--- src/rtl/io_input_capture.sv ---
// Input stage for the core's IN instruction: stalls the CPU, waits for a
// debounced press/release of the confirm button, then returns the captured switches.
module io_input_capture #(
  parameter int unsigned SW_WIDTH        = 16,
  parameter int unsigned DEBOUNCE_CYCLES = 500000,
  parameter int unsigned CNT_WIDTH       = 20
) (
  input  logic                clk,
  input  logic                reset,
  input  logic                in_req,
  input  logic [SW_WIDTH-1:0] switches,
  input  logic                btn_confirm,
  output logic [31:0]         in_data,
  output logic                in_valid,
  output logic                stall,
  output logic                waiting_led
);

  typedef enum logic [2:0] {
    IDLE,
    ARM,
    WAIT_PRESS,
    WAIT_RELEASE,
    DONE
  } state_e;

  logic [SW_WIDTH-1:0]  sw_meta_q, sw_sync_q;
  logic                 btn_meta_q, btn_sync_q;
  logic                 btn_db_q, btn_db_d;
  logic [CNT_WIDTH-1:0] cnt_q, cnt_d;
  state_e               state_q;
  logic [31:0]          in_data_q;
  logic                 in_valid_q;
  logic                 waiting_q;
  logic [31:0]          sw_ext;

  always_ff @(posedge clk or posedge reset) begin
    if (reset) begin
      sw_meta_q  <= '0;
      sw_sync_q  <= '0;
      btn_meta_q <= 1'b0;
      btn_sync_q <= 1'b0;
    end else begin
      sw_meta_q  <= switches;
      sw_sync_q  <= sw_meta_q;
      btn_meta_q <= btn_confirm;
      btn_sync_q <= btn_meta_q;
    end
  end

  // A level change is accepted only after DEBOUNCE_CYCLES consecutive differing samples.
  always_comb begin
    btn_db_d = btn_db_q;
    cnt_d    = '0;
    if (btn_sync_q != btn_db_q) begin
      if (cnt_q == CNT_WIDTH'(DEBOUNCE_CYCLES - 1)) begin
        btn_db_d = btn_sync_q;
      end else begin
        cnt_d = cnt_q + CNT_WIDTH'(1);
      end
    end
  end

  always_ff @(posedge clk or posedge reset) begin
    if (reset) begin
      btn_db_q <= 1'b0;
      cnt_q    <= '0;
    end else begin
      btn_db_q <= btn_db_d;
      cnt_q    <= cnt_d;
    end
  end

  always_comb begin
    sw_ext                = '0;
    sw_ext[SW_WIDTH-1:0]  = sw_sync_q;
  end

  always_ff @(posedge clk or posedge reset) begin
    if (reset) begin
      state_q    <= IDLE;
      in_data_q  <= '0;
      in_valid_q <= 1'b0;
      waiting_q  <= 1'b0;
    end else begin
      in_valid_q <= 1'b0;
      case (state_q)
        IDLE: begin
          if (in_req) begin
            state_q   <= ARM;
            waiting_q <= 1'b1;
          end
        end
        // Ignore a button already held when the request arrived.
        ARM: begin
          if (!btn_db_q) state_q <= WAIT_PRESS;
        end
        WAIT_PRESS: begin
          if (btn_db_q) begin
            in_data_q <= sw_ext;
            state_q   <= WAIT_RELEASE;
          end
        end
        WAIT_RELEASE: begin
          if (!btn_db_q) begin
            state_q    <= DONE;
            in_valid_q <= 1'b1;
            waiting_q  <= 1'b0;
          end
        end
        DONE: begin
          if (!in_req) state_q <= IDLE;
        end
        default: begin
          state_q   <= IDLE;
          waiting_q <= 1'b0;
        end
      endcase
    end
  end

  assign in_data     = in_data_q;
  assign in_valid    = in_valid_q;
  assign waiting_led = waiting_q;
  assign stall       = waiting_q | ((state_q == IDLE) & in_req);

endmodule

--- config.mk ---
export PLATFORM = sky130hd
export DESIGN_NAME = io_input_capture
export DESIGN_NICKNAME = d
export VERILOG_FILES = /design/src/rtl/io_input_capture.sv
export SDC_FILE = /design/constraint.sdc
export NUM_CORES = 1
export LEC_CHECK = 0
export ABC_AREA = 1
export BUFFER_PORTS_ARGS = -buffer_cell sky130_fd_sc_hd__buf_2
export CAP_MARGIN = 20
export CORE_ASPECT_RATIO = 0.8
export CORE_MARGIN = 2
export CORE_UTILIZATION = 27
export CTS_BUF_LIST = sky130_fd_sc_hd__clkbuf_2
export CTS_CLUSTER_SIZE = 20
export DETAILED_ROUTE_END_ITERATION = 7
export PLACE_DENSITY = 0.47
export SETUP_SLACK_MARGIN = 0.4
export SKIP_LAST_GASP = 1
export SLEW_MARGIN = 15
export SYNTH_ARGS = -nofsm -noshare
export SYNTH_HDL_FRONTEND = slang
export SYNTH_SLANG_ARGS = --single-unit
--- constraint.sdc ---
create_clock -name clk -period 7.2 [get_ports clk]
set_input_delay 1.44 -clock clk [delete_from_list [all_inputs] [get_ports clk]]
set_output_delay 1.44 -clock clk [all_outputs]
set_load 0.02 [all_outputs]
=== After elaboration in Yosys (flattened, before gate mapping) ===
Index checks and enable logic that the tools add are counted.

* $add $sub $neg: 1
* Equality and inequality tests: 11
* Reduce and logical (&&, ||, !) cells: 6
* Mux-type cells: 13
* Bitwise operators: 3

{| class="wikitable"
|+ Operators by type and width
! cell !! number
|-
| 20-bit two-way mux || 2
|-
| 20-bit by 1-bit adder with 20-bit output (second input constant) || 1
|-
| 20-bit by 19-bit == test with 1-bit output (second input constant) || 1
|-
| 3-bit two-way mux || 5
|-
| 3-bit case mux with 5 select lines || 1
|-
| 2-bit inequality test (second input constant) || 5
|-
| 3-bit by 2-bit == test with 1-bit output (second input constant) || 2
|-
| 5-bit AND reduction || 1
|-
| 1-bit two-way mux || 4
|-
| 2-bit AND reduction || 2
|-
| 3-bit by 1-bit == test with 1-bit output (second input constant) || 1
|-
| 3-bit == test (second input constant) || 1
|-
| 3-bit logical NOT || 1
|-
| 1-bit case mux with 3 select lines || 1
|-
| 3-bit AND reduction || 1
|-
| 3-bit OR reduction || 1
|-
| 1-bit AND || 1
|-
| 1-bit inequality test || 1
|-
| 1-bit NOT || 1
|-
| 1-bit OR || 1
|}

* Bits of input ports: 20
* Bits in registers: 76
* Word-level logic and storage cells: 44

=== Depth between registers and ports, before layout ===
Gate-level depths: netlist of run 1.

* Word-level depth: 4
* Mapped depth: 8
* Gate-level depth less buffers: 8

=== Worst setup path after synthesis of run 1 ===
Ideal clock, no wire load.

* Kind: input -> output
* Start point: in in_req
* End point: out stall
* Path buffers: 0
* Data arrival time: 1654 ps
* Stages: 2
* Slack: 4106 ps
* Cell sequence: nand2_1 -> nand2_1

* Longest elaborated chain between the ends: 2

{| class="wikitable"
|+ Ends and longest elaborated chain
! item !! RTL line !! text
|-
| start: declaration || 10 || <nowiki>input logic in_req,</nowiki>
|-
| 1-bit AND || 125 || <nowiki>assign stall = waiting_q | ((state_q == IDLE) & in_req);</nowiki>
|-
| 1-bit OR || 125 ||
|-
| end: declaration || 15 || <nowiki>output logic stall,</nowiki>
|}

Every way passes these cells.

=== Final worst setup path of run 1 ===
Same ends and word-level chain as after synthesis.

==> results of run 1 <==
per-layer routing:
metal  vias to the layer above  track usage
met5                         -            0
met1                       954        0.149
met2                        60        0.139
met4                         0       0.0389
met3                        11       0.0392
li1                        983            -
power groups by stage:
stage | registers [mW] | clock network [mW] | logic (mW)
final | 0.470 | 0.233 | 0.0987
after detailed placement | 0.479 | 0 | 0.0998
after global routing | 0.474 | 0.269 | 0.115
after floorplan | 0.481 | 0 | 0.0754
after CTS | 0.470 | 0.247 | 0.101
after global placement | 0.477 | 0 | 0.0991
placed cells by master, fill, tap and decap left out, types with 4 or more instances in the layout:
cell type | synthesis | routed
dfrtp_1 | 76 | 76
nand2_1 | 44 | 44
nor2_1 | 44 | 44
buf_2 | 1 | 38
inv_1 | 26 | 25
nand3_1 | 22 | 22
conb_1 | 1 | 16
mux2_4 | 10 | 10
clkbuf_2 | 0 | 9
xor2_1 | 7 | 7
o21ai_0 | 6 | 6
mux2_2 | 6 | 6
nand4_1 | 4 | 4
worst max-delay path, stage by stage:
cell,delay [ps]
buf_2,110
nand2_1,80
nand2_1,40
buf_2,150
flip-flops by register name, summed over array words and instances (netlist names):
signal	flops
sw_meta_q	16
in_data	16
sw_sync_q	16
btn_db_q	1
btn_meta_q	1
waiting_led	1
btn_sync_q	1
state_q	3
in_valid	1
cnt_q	20
path summary, 6_finish.rpt:
kind	startpoint	end	cells after the start
worst max register to register	cnt_q[0]	cnt_q[1]	6
min in group asynchronous	reset	sw_sync_q[4]	3
max in group asynchronous	reset	sw_meta_q[3]	3
worst max-delay path	in_req	stall	4
worst min register to register	sw_meta_q[8]	sw_sync_q[8]	0
worst min-delay path	sw_meta_q[8]	sw_sync_q[8]	0
area by class of cell:
class | instances | area [sq um] | area share
clock buffer | 9 | 45.0 | 0.0127
clock inverter | 7 | 75.1 | 0.0212
inverter | 26 | 97.6 | 0.0275
multi-input combinational | 184 | 1040 | 0.292
sequential | 76 | 1900 | 0.536
tap | 148 | 185 | 0.0522
timing repair buffer | 40 | 205 | 0.0579
logic make-up (layout without fill, tap and decap cells):
logic type | count (synthesis) | after routing
muxes | 16 | 16
adders and majority gates | 1 | 1
other | 1 | 16
AOI/OAI and AO/OA | 10 | 10
buffers and inverters | 45 | 82
DFF | 76 | 76
and+or+nand+nor | 131 | 131
xor gates and xnor gates | 10 | 10
==> impl_metrics.json, run 1 <==
{
  "hold_class": "reg -> reg",
  "synth_top_family_by_area": "simple AND/OR/NAND/NOR gates",
  "ys.flop_type": "dfrtp_1",
  "whs_ps": 368,
  "antenna_found_initial": 0,
  "internal_power_mw": 0.564,
  "cts_hold_buf": 0,
  "dpl_cell_area_sq_um": 3430,
  "die_area_sq_um": 12400,
  "postCtsSetupBuffers": 0,
  "rows": 35,
  "grtUsageTotal": 0.103,
  "areaGrowthSynthToFinish_pct": 13.7,
  "wl_met2_mm": 2.44,
  "p_sw_frac": 0.296,
  "synth_top_area_cell": "dfrtp_1",
  "rsz0062_at_grt": "false",
  "power_frac_clock": 0.291,
  "worstSetupPathType": "in -> out",
  "routed_wl_mm": 5.59,
  "synthTopCellsByArea": "dfrtp_1, nand2_1, nor2_1, mux2_4, buf_4",
  "yosysTopAreaCellShare": 0.610,
  "total_leakage_power_nw": 1.74,
  "coreArea_sq_um": 11400,
  "io_buffers": 38,
  "grt_pass1_wl_mm": 9.74,
  "ctsResizeCount": 0,
  "ys_warn_count": 0,
  "worst_slew_pin_slew_ps": 931,
  "path_clk_slew_ps": 200,
  "placed_cells": 474,
  "io_pins": 55,
  "synthTopCellsByCount": "dfrtp_1, nand2_1, nor2_1, inv_1, nand3_1",
  "cp_data_arrival_time_ps": 1830,
  "dr.pass1.iters": 4,
  "synth_compound_area_frac": 0.0176,
  "finalCriticalPeriod_ps": 3270,
  "grt_pass1_vias": 1963,
  "grt_max_degree": 77,
  "drt_iter0_drc": 126,
  "synthXorXnorAreaFrac": 0.0281,
  "cts_root_buf": "clkbuf_2",
  "synth_simple_gate_area_share": 0.193,
  "clockBufferDepth": 2,
  "die-height_microns": 100,
  "synth_cells": 290,
  "peakVddDrop_mv": 0.0992,
  "drv_slew": 0,
  "hold_viol": 0,
  "synth-edff-count": 0,
  "htree_levels": 3,
  "ys_types": 28,
  "overflow": 0,
  "clock_skew_ps": 16.2,
  "synth-async-reset-ratio": 1.00,
  "antenna_cells": 0,
  "startpoint_type": "primary input",
  "gp_congestion": 0.818,
  "yosysMostFrequentCell": "dfrtp_1",
  "fin_setup_tns_ps": 0,
  "drcViolationCount": 0,
  "fillCellCount": 1196,
  "fin_crit_sh": 0.454,
  "required_ps": 5760,
  "drive_gt1_frac": 0.243,
  "setup_slack_ps": 3930,
  "power_frac_comb": 0.123,
  "final_area_sq_um": 3550,
  "slew_headroom": 0.379,
  "final_core_util": 0.311,
  "cts.sinks": 76,
  "power_per_cell_area_nw_per_um2": 226,
  "ant_nets": 0,
  "fp.dieW_microns": 124,
  "wire_per_inst_microns": 11.4,
  "viasPerCell": 4.10,
  "seqPwrFrac": 0.586,
  "avgSynthCellArea_sq_um": 10.8,
  "insertion_delay_ps": 510,
  "power_mw": 0.802,
  "synth_mux_area_frac": 0.0698,
  "vias": 2008,
  "cts_buffers": 9,
  "max_freq_mhz": 306,
  "final_nets": 358,
  "cap_violations": 0,
  "dp_hpwl_mm": 4.02,
  "fin_cells": 490,
  "cts_tree": "yes",
  "met1_length_mm": 2.73,
  "synthAdderAreaFrac": 0.00401,
  "initial_core_util": 0.274,
  "cp_max_fo": 3,
  "ys_seq_elements": 76,
  "status": "finished, final reports clean",
  "wl_met3_microns": 348,
  "switchingPower_mw": 0.237,
  "ys_seq_area_frac": 0.610,
  "crit_path_end_kind": "primary output",
  "syn_area_sq_um": 3120,
  "regToRegSetupSlack_ps": 5600,
  "post-place-ws_ps": 3930,
  "routed.top_layer": "met4",
  "setup_violations": 0
}
Note: power is estimated with default switching activity, not from simulation.
==> run 2: changes to the inputs <==
- PLACE_DENSITY: 0.47 -> 0.49
- clock period: 7.2 -> 2.93 ns (I/O delays scaled with it)
==> run 2 against run 1 <==
  * Critical path depth stayed put
  * Worst hold slack worse by 210 ps
  * Power up 150%
  * Register-to-register slack got worse by 4200 ps
  * Critical endpoint unchanged
  * Largest cell class unchanged
  * Highest routed layer unchanged
==> impl_metrics.json, run 2 (synthesis results as in run 1) <==
{
  "status": "finished, final reports clean",
  "hold_class": "in -> reg",
  "p_sw_frac": 0.299,
  "cts.sinks": 76,
  "postCtsSetupBuffers": 0,
  "die-height_microns": 100,
  "crit_path_end_kind": "primary output",
  "overflow": 0,
  "cts_buffers": 9,
  "worst_slew_pin_slew_ps": 722,
  "switchingPower_mw": 0.590,
  "cp_cell_sequence": "nor3_1 > nand2_1 > nand2_1 > buf_2",
  "cts_root_buf": "clkbuf_2",
  "regToRegSetupSlack_ps": 1420,
  "antenna_cells": 0,
  "drt_iter0_drc": 128,
  "cap_violations": 0,
  "fin_setup_tns_ps": 0,
  "die_area_sq_um": 12400,
  "final_common_cell": "dfrtp_1",
  "fillCellCount": 1179,
  "startpoint_type": "flop",
  "rows": 35,
  "largest_reg_flops": 20,
  "reg2reg_depth": 7,
  "cpMaxStageDelayCell": "dfrtp_1",
  "io_pins": 55,
  "internal_power_mw": 1.38,
  "vias": 2027,
  "max_freq_mhz": 451,
  "power_per_cell_area_nw_per_um2": 555,
  "antenna_found_initial": 0,
  "power_frac_comb": 0.130,
  "htree_levels": 3,
  "path_clk_slew_ps": 210,
  "dr.pass1.iters": 4,
  "drive_gt1_frac": 0.240,
  "fp.dieW_microns": 124,
  "fin_crit_sh": 0.756,
  "cp_data_arrival_time_ps": 1630,
  "ctsResizeCount": 0,
  "clockBufferDepth": 2,
  "regArea_sq_um": 1900,
  "power_mw": 1.97,
  "grt_max_degree": 44,
  "gp_congestion": 0.900,
  "cp_common_cell": "nand2_1",
  "layout_common_cells": "dfrtp_1, nand2_1, nor2_1",
  "wire_per_inst_microns": 11.9,
  "viasPerCell": 4.14,
  "top_register": "cnt_q",
  "power_frac_clock": 0.284,
  "total_leakage_power_nw": 1.74,
  "grt_pass1_wl_mm": 9.58,
  "cp_max_fo": 6,
  "clock_skew_ps": 24.8,
  "worstSetupPathType": "reg -> out",
  "drcViolationCount": 0,
  "setup_violations": 0,
  "hold_viol": 0,
  "peakVddDrop_mv": 0.218,
  "ant_nets": 0,
  "final_nets": 358,
  "dp_hpwl_mm": 4.17,
  "insertion_delay_ps": 510,
  "hold_depth": 1,
  "multi_input_area_sq_um": 1040,
  "grt_pass1_vias": 1947,
  "grtUsageTotal": 0.104,
  "cts_tree": "yes",
  "seqPwrFrac": 0.587,
  "required_ps": 2340,
  "cts_hold_buf": 0,
  "coreArea_sq_um": 11400,
  "slew_headroom": 0.518,
  "finalCriticalPeriod_ps": 2210,
  "drv_slew": 0,
  "slowest_delay_ps": 500,
  "initial_core_util": 0.274,
  "rsz0062_at_grt": "false",
  "areaGrowthSynthToFinish_pct": 13.8,
  "io_buffers": 38,
  "routed_wl_mm": 5.84
}
-- run 2: cell types whose count changed in the layout (fill, tap and decap cells not counted), sizes merged --
cell / previous run / this run
clkinvlp: 2 / 1
clkinv: 2 / 5
inv: 28 / 26
-- run 2: critical path, delay by kind of cell, from the launching register on --
family / cells / cell delay, ps
buffers and inverters: 1 / 160
flip-flops: 1 / 500
AND/OR/NAND/NOR: 3 / 480
-- run 2: worst paths after layout --
path	from	to
setup / recovery	state_q[0]	stall
hold / removal	switches[10]	sw_meta_q[10]
setup reg to reg	cnt_q[0]	cnt_q[16]
hold reg to reg	sw_meta_q[1]	sw_sync_q[1]
max in group asynchronous	reset	sw_meta_q[9]
min in group asynchronous	reset	in_data[3]
-- run 2: metal layers --
| metal | track usage | wire length [microns] | part of all wire |
|---|---|---|---|
| met4 | 0.0363 | 52 | 0.0089 |
| met2 | 0.145 | 2540 | 0.44 |
| met3 | 0.0494 | 279 | 0.048 |
| met5 | 0 | 0 | 0 |
| met1 | 0.142 | 2970 | 0.51 |
-- run 2: power by group through the flow --
stage                     sequential [mW]  clock [mW]  combinational (mW)
after global routing                 1.17       0.649               0.289
final                                1.16       0.559               0.255
after detailed placement             1.18           0               0.255
after CTS                            1.16       0.603               0.256
after global placement               1.17           0               0.246
after floorplan                      1.18           0               0.185
-- run 2: cell type report --
type	instances	share of cell area
inverter	26	0.0275
clock buffer	9	0.0127
timing repair buffer	40	0.0613
sequential	76	0.536
tap	148	0.0521
clock inverter	7	0.0190
multi-input combinational	184	0.292
-- run 2: stage by stage --
stage	std cells	utilization	hold slack, ps	worst slack (ps)	instance area (sq um)
2_1_floorplan	305	-	331	406	3180
3_3_place_gp	474	0.302	333	1330	3440
3_5_place_dp	474	0.302	335	1300	3440
4_1_cts	490	0.312	61.0	636	3550
5_1_grt	490	0.312	21.9	468	3550
6_report	490	0.312	154	715	3550
==> run 3: changes to the inputs <==
- clock period: 2.93 -> 1.78 ns (I/O delays scaled with it)
==> run 3 against run 2 <==
  * The run now ends with setup timing left
  * Routed wire length increased by 11%
  * First-iteration DRC count decreased by 25%
  * Critical path type unchanged
  * Setup slack got worse by 770 ps
  * Sequential cell count unchanged
  * Sequential power increased by 64%
  * Largest power group unchanged
  * Critical path depth unchanged
  * Worst hold slack improved by 81 ps
==> impl_metrics.json, run 3 (synthesis results as in run 1) <==
{
  "status": "finished, violations left",
  "failed_checks": "setup timing",
  "power_mw": 3.91,
  "grt_pass1_vias": 2152,
  "power_per_cell_area_nw_per_um2": 890,
  "routed_wl_mm": 6.47,
  "cp_data_arrival_time_ps": 1480,
  "cap_violations": 0,
  "largest_reg_flops": 20,
  "cts_buffers": 9,
  "clockBufferDepth": 2,
  "fp.dieW_microns": 124,
  "fin_cells": 543,
  "final_area_sq_um": 4390,
  "fin_crit_sh": 1.03,
  "hold_class": "in -> reg",
  "rsz0062_at_grt": "true",
  "gp_congestion": 0.853,
  "coreArea_sq_um": 11400,
  "overflow": 0,
  "fillCellCount": 1110,
  "final_core_util": 0.386,
  "top_register": "cnt_q",
  "finalCriticalPeriod_ps": 1840,
  "hold_viol": 0,
  "io_pins": 55,
  "initial_core_util": 0.274,
  "final_nets": 411,
  "die-height_microns": 100,
  "grtUsageTotal": 0.109,
  "grt_pass1_wl_mm": 10.1,
  "vias": 2238,
  "antenna_cells": 0,
  "setup_violations": 2,
  "cp_max_fo": 2,
  "viasPerCell": 4.12,
  "cts.sinks": 76,
  "setup_slack_ps": -57.6,
  "placed_cells": 477,
  "grt_max_degree": 34,
  "dr.pass1.iters": 4,
  "cts_tree": "yes",
  "dp_hpwl_mm": 3.92,
  "worstSetupPathType": "reg -> out",
  "layout_common_cells": "dfrtp_1, nand2_1, nor2_1",
  "required_ps": 1420,
  "max_freq_mhz": 544,
  "fin_setup_tns_ps": -79.7,
  "die_area_sq_um": 12400,
  "startpoint_type": "flop",
  "wire_per_inst_microns": 11.9,
  "path_clk_slew_ps": 200,
  "drcViolationCount": 0,
  "clock_skew_ps": 20.3,
  "insertion_delay_ps": 520,
  "total_leakage_power_nw": 2.11,
  "antenna_found_initial": 0,
  "drive_gt1_frac": 0.390,
  "rows": 35,
  "peakVddDrop_mv": 0.522,
  "drt_iter0_drc": 96,
  "cts_root_buf": "clkbuf_2",
  "htree_levels": 3,
  "ant_nets": 0,
  "final_common_cell": "dfrtp_1",
  "dpl_cell_area_sq_um": 3460,
  "io_buffers": 38,
  "crit_path_end_kind": "primary output",
  "drv_slew": 0,
  "areaGrowthSynthToFinish_pct": 40.9
}
run 3: cell types whose count changed in the layout (fill, tap and decap cells not counted), moves of 7 or more:
| cell | change |
|---|---|
| buf_6 | +31 |
| buf_4 | +21 |
| buf_2 | -19 |
| dlygate4sd3_1 | +18 |
| nor2_1 | -9 |
| dfrtp_1 | -7 |
| dfrtp_2 | +7 |
| nand2_1 | -7 |
run 3: worst paths after layout:
kind | from | end | slack, ps | cells after the start
min reg2reg | sw_meta_q[6] | sw_sync_q[6] | 360 | 0
min | in_req | state_q[2] | 240 | 4
max | state_q[2] | stall | -60 | 4
max in group asynchronous | reset | cnt_q[14] | 860 | 4
min in group asynchronous | reset | in_data[1] | 360 | 3
max reg2reg | state_q[2] | waiting_led | -20 | 12
run 3: area by class of cell:
cell class / count / area (sq um) / share of cell area
well taps: 148 / 185 / 0.0421
inverters: 26 / 101 / 0.0231
clock buffers: 9 / 45.0 / 0.0103
multi-input cells: 184 / 1180 / 0.269
clock inverters: 7 / 115 / 0.0262
repair buffers: 93 / 855 / 0.194
flip-flops and latches: 76 / 1910 / 0.435
run 3: timing repair:
action	in CTS	in global routing
hold buffers	18	0
setup endpoints to repair	43	55
setup buffers	15	16
resized for setup	46	52
cloned	0	1
hold endpoints to repair	35	0
pin swaps	4	21
run 3: critical path, stage by stage, from the launching register on:
cell and delay [ps]:
dfrtp_2 470, nor3_4 200, nand2_1 100, nand2_1 90, buf_6 120
run 3: metal layers:
metal | global-route usage | wire length [microns] | up-vias
met1 | 0.139 | 2930 | 1087
met5 | 0 | 0 | -
met3 | 0.0466 | 310 | 5
met2 | 0.165 | 3170 | 54
li1 | - | - | 1092
met4 | 0.0380 | 57 | 0
run 3: report_power, final:
part / internal (mW) / leakage, nW / switching [mW]
clock: 0.600 / 0.0895 / 0.604
sequential: 1.83 / 0.965 / 0.0686
combinational: 0.413 / 1.06 / 0.394
total: 2.84 / 2.11 / 1.07
run 3: metrics by stage:
stage	hold slack, ps	setup slack, ps
2_1_floorplan	331	498
3_5_place_dp	335	354
6_report	236	-57.6
5_1_grt	164	-208
4_1_cts	67.8	-89.2
3_3_place_gp	332	355
